## src/rtl/sipo_deserializer.sv

```systemverilog
// Serial-in / parallel-out deserializer with a start-of-frame marker and a
// ready/valid handoff to a downstream parallel register.
//
// Parameters:
//   WIDTH      parallel word width (2..32)
//   MSB_FIRST  1: first serial bit lands in par_out[WIDTH-1]; 0: in par_out[0]
// Ports:
//   clk, rst_n       clock, asynchronous active-low reset
//   sin, sin_valid   serial data bit and its sample strobe
//   sof              start of frame (qualified by sin_valid)
//   par_ready        downstream accepts par_out
//   clr_err          synchronous clear of the sticky error flags
//   par_out          last completed word
//   par_valid        par_out holds a word not yet accepted
//   busy             a frame is being collected
//   overrun          sticky: a valid bit was dropped while holding a word
//   frame_err        sticky: a frame was restarted before it completed
module sipo_deserializer #(
    parameter int unsigned WIDTH     = 4,
    parameter bit          MSB_FIRST = 1'b1
) (
    input  logic             clk,
    input  logic             rst_n,
    input  logic             sin,
    input  logic             sin_valid,
    input  logic             sof,
    input  logic             par_ready,
    input  logic             clr_err,
    output logic [WIDTH-1:0] par_out,
    output logic             par_valid,
    output logic             busy,
    output logic             overrun,
    output logic             frame_err
);

    localparam int unsigned CW = $clog2(WIDTH + 1);

    typedef enum logic [1:0] {
        ST_IDLE    = 2'd0,
        ST_COLLECT = 2'd1,
        ST_HOLD    = 2'd2
    } state_t;

    state_t           r_state,     w_state_nxt;
    logic [CW-1:0]    r_count,     w_count_nxt;
    logic [WIDTH-1:0] r_shift,     w_shift_nxt;
    logic [WIDTH-1:0] r_par_out,   w_par_out_nxt;
    logic             r_par_valid, w_par_valid_nxt;
    logic             r_busy,      w_busy_nxt;
    logic             r_overrun,   w_overrun_nxt;
    logic             r_frame_err, w_frame_err_nxt;

    logic [WIDTH-1:0] w_first;
    logic [WIDTH-1:0] w_shifted;
    logic             w_last;
    logic             w_start;

    // Frame image for the first bit of a frame and for appending one more bit.
    // Either way, after WIDTH bits the first bit sits at the chosen end.
    always_comb begin
        w_first = '0;
        if (MSB_FIRST) begin
            w_first[0] = sin;
            w_shifted  = {r_shift[WIDTH-2:0], sin};
        end else begin
            w_first[WIDTH-1] = sin;
            w_shifted        = {sin, r_shift[WIDTH-1:1]};
        end
    end

    assign w_last  = (r_count == CW'(WIDTH - 1));
    assign w_start = sin_valid && sof;

    // State register and all registered outputs.
    always_ff @(posedge clk or negedge rst_n) begin
        if (!rst_n) begin
            r_state     <= ST_IDLE;
            r_count     <= '0;
            r_shift     <= '0;
            r_par_out   <= '0;
            r_par_valid <= 1'b0;
            r_busy      <= 1'b0;
            r_overrun   <= 1'b0;
            r_frame_err <= 1'b0;
        end else begin
            r_state     <= w_state_nxt;
            r_count     <= w_count_nxt;
            r_shift     <= w_shift_nxt;
            r_par_out   <= w_par_out_nxt;
            r_par_valid <= w_par_valid_nxt;
            r_busy      <= w_busy_nxt;
            r_overrun   <= w_overrun_nxt;
            r_frame_err <= w_frame_err_nxt;
        end
    end

    // Next-state and output logic; sticky flags set after clear so set wins.
    always_comb begin
        w_state_nxt     = r_state;
        w_count_nxt     = r_count;
        w_shift_nxt     = r_shift;
        w_par_out_nxt   = r_par_out;
        w_par_valid_nxt = r_par_valid;
        w_overrun_nxt   = r_overrun   && !clr_err;
        w_frame_err_nxt = r_frame_err && !clr_err;

        case (r_state)
            ST_IDLE: begin
                if (w_start) begin
                    w_shift_nxt = w_first;
                    w_count_nxt = CW'(1);
                    w_state_nxt = ST_COLLECT;
                end
            end
            ST_COLLECT: begin
                if (sin_valid) begin
                    if (sof) begin
                        w_shift_nxt     = w_first;
                        w_count_nxt     = CW'(1);
                        w_frame_err_nxt = 1'b1;
                    end else if (w_last) begin
                        w_shift_nxt     = w_shifted;
                        w_par_out_nxt   = w_shifted;
                        w_par_valid_nxt = 1'b1;
                        w_count_nxt     = '0;
                        w_state_nxt     = ST_HOLD;
                    end else begin
                        w_shift_nxt = w_shifted;
                        w_count_nxt = r_count + CW'(1);
                    end
                end
            end
            ST_HOLD: begin
                if (r_par_valid && par_ready) begin
                    // Handshake edge: a sof bit here opens the next frame at once.
                    w_par_valid_nxt = 1'b0;
                    w_count_nxt     = '0;
                    w_state_nxt     = ST_IDLE;
                    if (w_start) begin
                        w_shift_nxt = w_first;
                        w_count_nxt = CW'(1);
                        w_state_nxt = ST_COLLECT;
                    end
                end else if (sin_valid) begin
                    w_overrun_nxt = 1'b1;
                end
            end
            default: begin
                w_state_nxt = ST_IDLE;
                w_count_nxt = '0;
            end
        endcase

        w_busy_nxt = (w_state_nxt == ST_COLLECT);
    end

    assign par_out   = r_par_out;
    assign par_valid = r_par_valid;
    assign busy      = r_busy;
    assign overrun   = r_overrun;
    assign frame_err = r_frame_err;

endmodule

```

## config.mk

```make
export PLATFORM = sky130hd
export DESIGN_NAME = sipo_deserializer
export DESIGN_NICKNAME = d
export VERILOG_FILES = /design/src/rtl/sipo_deserializer.sv
export SDC_FILE = /design/constraint.sdc
export NUM_CORES = 1
export LEC_CHECK = 0
export ABC_CLOCK_PERIOD_IN_PS = 2100
export BUFFER_PORTS_ARGS = -buffer_cell sky130_fd_sc_hd__buf_2
export CAP_MARGIN = 20
export CORE_MARGIN = 1.5
export CORE_UTILIZATION = 35
export CTS_BUF_LIST = sky130_fd_sc_hd__clkbuf_4 sky130_fd_sc_hd__clkbuf_8
export CTS_CLUSTER_SIZE = 40
export DETAILED_ROUTE_END_ITERATION = 10
export GPL_TIMING_DRIVEN = 1
export MAX_ROUTING_LAYER = met4
export SLEW_MARGIN = 20
export SYNTH_ARGS = -nofsm -noshare
export SYNTH_HDL_FRONTEND = slang
export SYNTH_SLANG_ARGS = --single-unit
```

## constraint.sdc

```tcl
create_clock -name clk -period 2.1 [get_ports clk]
set_input_delay 0.42 -clock clk [delete_from_list [all_inputs] [get_ports clk]]
set_output_delay 0.42 -clock clk [all_outputs]
set_load 0.02 [all_outputs]
```

Word level (Yosys, flattened, before mapping). Index checks and enable logic that the tools add are counted.

Register bits: 17. Input bits: 7. Output and inout bits: 8. Word-level logic and storage cells: 61.

Add/sub/neg operators: 1. Eq/ne operators: 9. Multiplexer cells: 30. Bitwise gates (word level): 1. Reduce and logical (&&, ||, !) cells: 12.

Operators by type and width (count): $mux W4 (4); $mux W3 (5); $mux W1 (12); $pmux W4 S3 (1); $mux W2 (5); $ne A2 B2 Y1 const B (5); $pmux W3 S3 (1); $pmux W2 S3 (1); $reduce_and A3 Y1 (2); $reduce_and A5 Y1 (1); $eq A2 B1 Y1 const B (2); $logic_and A1 B1 Y1 (4); $reduce_and A4 Y1 (1); $add A3 B1 Y3 const B (1); $eq A3 B2 Y1 const B (1); $reduce_bool A3 Y1 (1); $eq A2 B2 Y1 const B (1); $logic_not A2 Y1 (1); $pmux W1 S2 (1); $reduce_bool A2 Y1 (1); $logic_not A1 Y1 (1); $not A1 Y1 (1).

Longest topological paths before layout.
Depth in word-level cells: 6. Depth in mapped cells: 5. Depth with buffers taken out: 5.

Least setup slack after synthesis. No wires, ideal clock.

Kind: reg-to-reg. Start point: reg r_count[0]. End point: reg r_par_out[0] (netlist: par_out[0]). Library setup time: 0.125 ns. Arrival time: 1.299 ns. Required time: 1.975 ns. Path slack: 0.676 ns. Stages on the path, launching flop included: 6. Clock period less this slack: 1.424 ns. Path through: dfrtp_1 -> ha_1 -> and2b_1 -> nand2_2 -> nor3_4 -> mux2_4.

Longest elaborated chain between the ends: 2.

RTL lines: start, declared (RTL line 45) `logic [CW-1:0] r_count, w_count_nxt;`; start signal, assigned (RTL line 87) `r_count <= w_count_nxt;`; $eq A3 B2 Y1 (RTL line 71) `assign w_last = (r_count == CW'(WIDTH - 1));`; $reduce_and A4 Y1 (no source line); end signal, assigned (RTL line 89) `r_par_out <= w_par_out_nxt;`; end, declared (RTL line 47) `logic [WIDTH-1:0] r_par_out, w_par_out_nxt;`.

No other way between the ends. A chain may end at the register's enable or synchronous reset.

Worst setup path after layout.
Start point: reg r_count[0]. End point: reg r_par_out[1] (netlist: par_out[1]).

Same word-level chain as after synthesis.

==> flow_metrics.env <==
export IMPL_clock_insertion_delay_worst_skew_ps=290
export IMPL_cp_top_family="simple AND/OR/NAND/NOR gates"
export IMPL_design_core_area_sq_mm=0.00204
export IMPL_die_area_sq_mm=0.00253
export IMPL_std_cell_rows=16
export IMPL_power_leakage_uw=0.000433
export IMPL_clock_tree_buffer_depth=2
export IMPL_synth_yosys_warnings=0
export IMPL_worst_r2r_startpoint="r_count[0]"
export IMPL_htree_levels=1
export IMPL_count_of_unresolved_drc_violations_after_routing=0
export IMPL_avgRoutedWirePerCell_um=13.2
export IMPL_start_kind="flop"
export IMPL_clock_fmax_mhz=634
export IMPL_critical_path_class="reg -> reg"
export IMPL_critical_path_slowest_cell="dfrtp_1"
export IMPL_timing_critical_path_cells="ha_1 > and2b_1 > nand2_2 > nor3_4 > mux2_4"
export IMPL_critical_path_max_stage_delay_ps=390
export IMPL_count_of_cells_resized_by_post_cts_repair=0
export IMPL_antenna_cells=0
export IMPL_clock_tree_from_tritoncts="yes"
export IMPL_nNetsFinal=88
export IMPL_synth_lib_cells_used_distinct=28
export IMPL_mappedNetlistNets=71
export IMPL_startpoint="r_count[0]"
export IMPL_grt_max_degree=17
export IMPL_period_minus_slack_ps=1580
export IMPL_cp_num_buf_inv=0
export IMPL_cts_buffers_inserted=3
export IMPL_syn_avg_cell_area_sq_um=12.4
export IMPL_final_layout_size_suffix_gt1_frac=0.392
export IMPL_dr_total_vias=512
export IMPL_synth_cell_area_sq_um=783
export IMPL_fin_crit_sh=0.751
export IMPL_placed_cells=102
export IMPL_worst_slew_pin_transition_ps=380
export IMPL_syn_inst=63
export IMPL_finalSetupViolations=0
export IMPL_die_h_um=50.3
export IMPL_grt_overflow=0
export IMPL_postRouteWirelength_mm=1.40
export IMPL_antenna_found_initial=0
export IMPL_finalHoldViolations=0
export IMPL_max_cap_viol_count=0
export IMPL_gp_congestion=0.813
export IMPL_synth_seq_area_share=0.511
export IMPL_initial_utilization=0.384
export IMPL_rsz_0062_raised_after_global_routing="false"
export IMPL_worst_r2r_endpoint="par_out[1]"
export IMPL_postCtsSetupRepairBufs=0
export IMPL_maximum_vdd_ir_drop_mv=0.527
export IMPL_grt_pass1_wl_mm=2.58
export IMPL_portBuffers=14
export IMPL_clock_sinks=16
export IMPL_setup_total_negative_slack_ps=0
export IMPL_crit_path_end_kind="flop"
export IMPL_dieWidth_um=50.3
export IMPL_ff2ff_path_depth=5
export IMPL_io_pins=15
export IMPL_grt_usage=0.140
export IMPL_hold_path_class="in -> async"
export IMPL_final_cells=106
export IMPL_ys_ff_latch=16
export IMPL_post_cts_hold_buffer_count=0
export IMPL_cts_clk_slew_worst_paths_ps=90
export IMPL_detail_route_antenna_nets=0
export IMPL_cp_data_arrival_time_ps=1760
export IMPL_drt_iter0_drc=7
export IMPL_worst_ep_required_time_ps=2280
export IMPL_final_max_slew_viol_count=0
export IMPL_vias_per_cell=4.83
export IMPL_first_global_vias=568
export IMPL_clockRootBuffer="clkbuf_4"
export IMPL_syn2layout_area_growth_pct=15.8
export IMPL_whs_ps=35.0
export IMPL_r2r_slack_ps=520
export IMPL_skew_ps=1.36
export IMPL_power_density_of_the_placed_cells_mw_per_mm2=1210
export IMPL_run_status="finished, final reports clean"
export IMPL_path_max_fanout=6
export IMPL_detailedRoute_firstPassIterationCount=5
export IMPL_slew_headroom=0.747
state kept, by name, summed over array words and instances (netlist names):
signal and flops:
busy 1, frame_err 1, r_shift 3, r_state 2, overrun 1, r_count 3
par_valid 1, par_out 4
Yosys cell counts:
cell type  instances  share of area
a21boi_0           2          0.019
a21oi_2            1          0.011
and2b_1            1         0.0096
buf_6              1          0.014
clkbuf_2           1         0.0064
dfrtp_1           16           0.51
ha_1               1          0.016
inv_1              5          0.024
mux2_1             1          0.014
mux2_4             6           0.12
mux2i_1            2          0.026
nand2_1            5          0.024
nand2_2            1         0.0080
nand2b_1           1         0.0080
nand2b_4           1          0.018
nor2_1             3          0.014
nor3_1             1         0.0064
nor3_4             2          0.042
nor4b_1            1          0.011
o211a_1            1          0.013
o21ai_0            2          0.013
o21ai_1            1         0.0064
o22a_2             1          0.013
o22ai_1            1         0.0080
o31a_1             1          0.011
o32ai_1            2          0.022
or2_2              1         0.0080
or3_1              1         0.0080
worst register-to-register path, cell delays in order, from the launching register on:
cell and delay, ps:
dfrtp_1 390, ha_1 170, and2b_1 190, nand2_2 90
nor3_4 290, mux2_4 340
logic make-up after synthesis:
| group | share of synthesized area |
|---|---|
| flops | 0.511 |
| mux | 0.155 |
| fa+ha+maj | 0.0160 |
| compound gates | 0.117 |
| simple gates | 0.157 |
| buf+inv | 0.0447 |
cell type report:
class	instances	area (sq um)
multi-input combinational	40	348
clock buffer	4	36.3
sequential	16	400
fill	224	1130
timing repair buffer	14	70.1
tap	27	33.8
inverter	5	18.8
power by group:
part           switching (uW)  total (uW)  leakage [uW]  internal (uW)
Clock                    98.7         204     0.0000210            106
Sequential               81.9         486      0.000201            404
Combinational             211         410      0.000211            199
Total                     392        1100      0.000433            708
per-stage QoR:
| stage | setup WS [ps] | util | instance area [sq um] | total power [uW] |
|---|---|---|---|---|
| floorplan | 676 | - | 783 | 802 |
| global placement | 588 | 0.426 | 871 | 895 |
| detailed placement | 536 | 0.426 | 871 | 907 |
| CTS | 504 | 0.444 | 907 | 1120 |
| global route | 423 | 0.444 | 907 | 1180 |
| finish | 522 | 0.444 | 907 | 1100 |
layout by cell type, fill, tap and decap left out, types with 2 or more instances in the layout:
cell type	instances
nor2_1	3
mux2i_1	2
nor3_4	2
nand2_1	5
clkbuf_4	3
a21boi_0	2
o21ai_0	2
buf_2	14
inv_1	5
dfrtp_1	16
o32ai_1	2
mux2_4	6
how the worst max path moves through the flow:
stage / to / slack [ps] / cells after the start
final: par_out[1] / 520 / 5
after global routing: par_out[0] / 420 / 5
after CTS: par_out[1] / 500 / 5
after detailed placement: par_out[1] / 540 / 5
after global placement: par_out[3] / 590 / 5
after floorplan: par_out[0] / 680 / 5
layer usage:
metal / wire (um) / global-route usage
met1: 669 / 0.184
met2: 650 / 0.206
met3: 53 / 0.0208
met4: 25 / 0.0811
met5: 0 / -
Power figures use the tool's default switching activity.
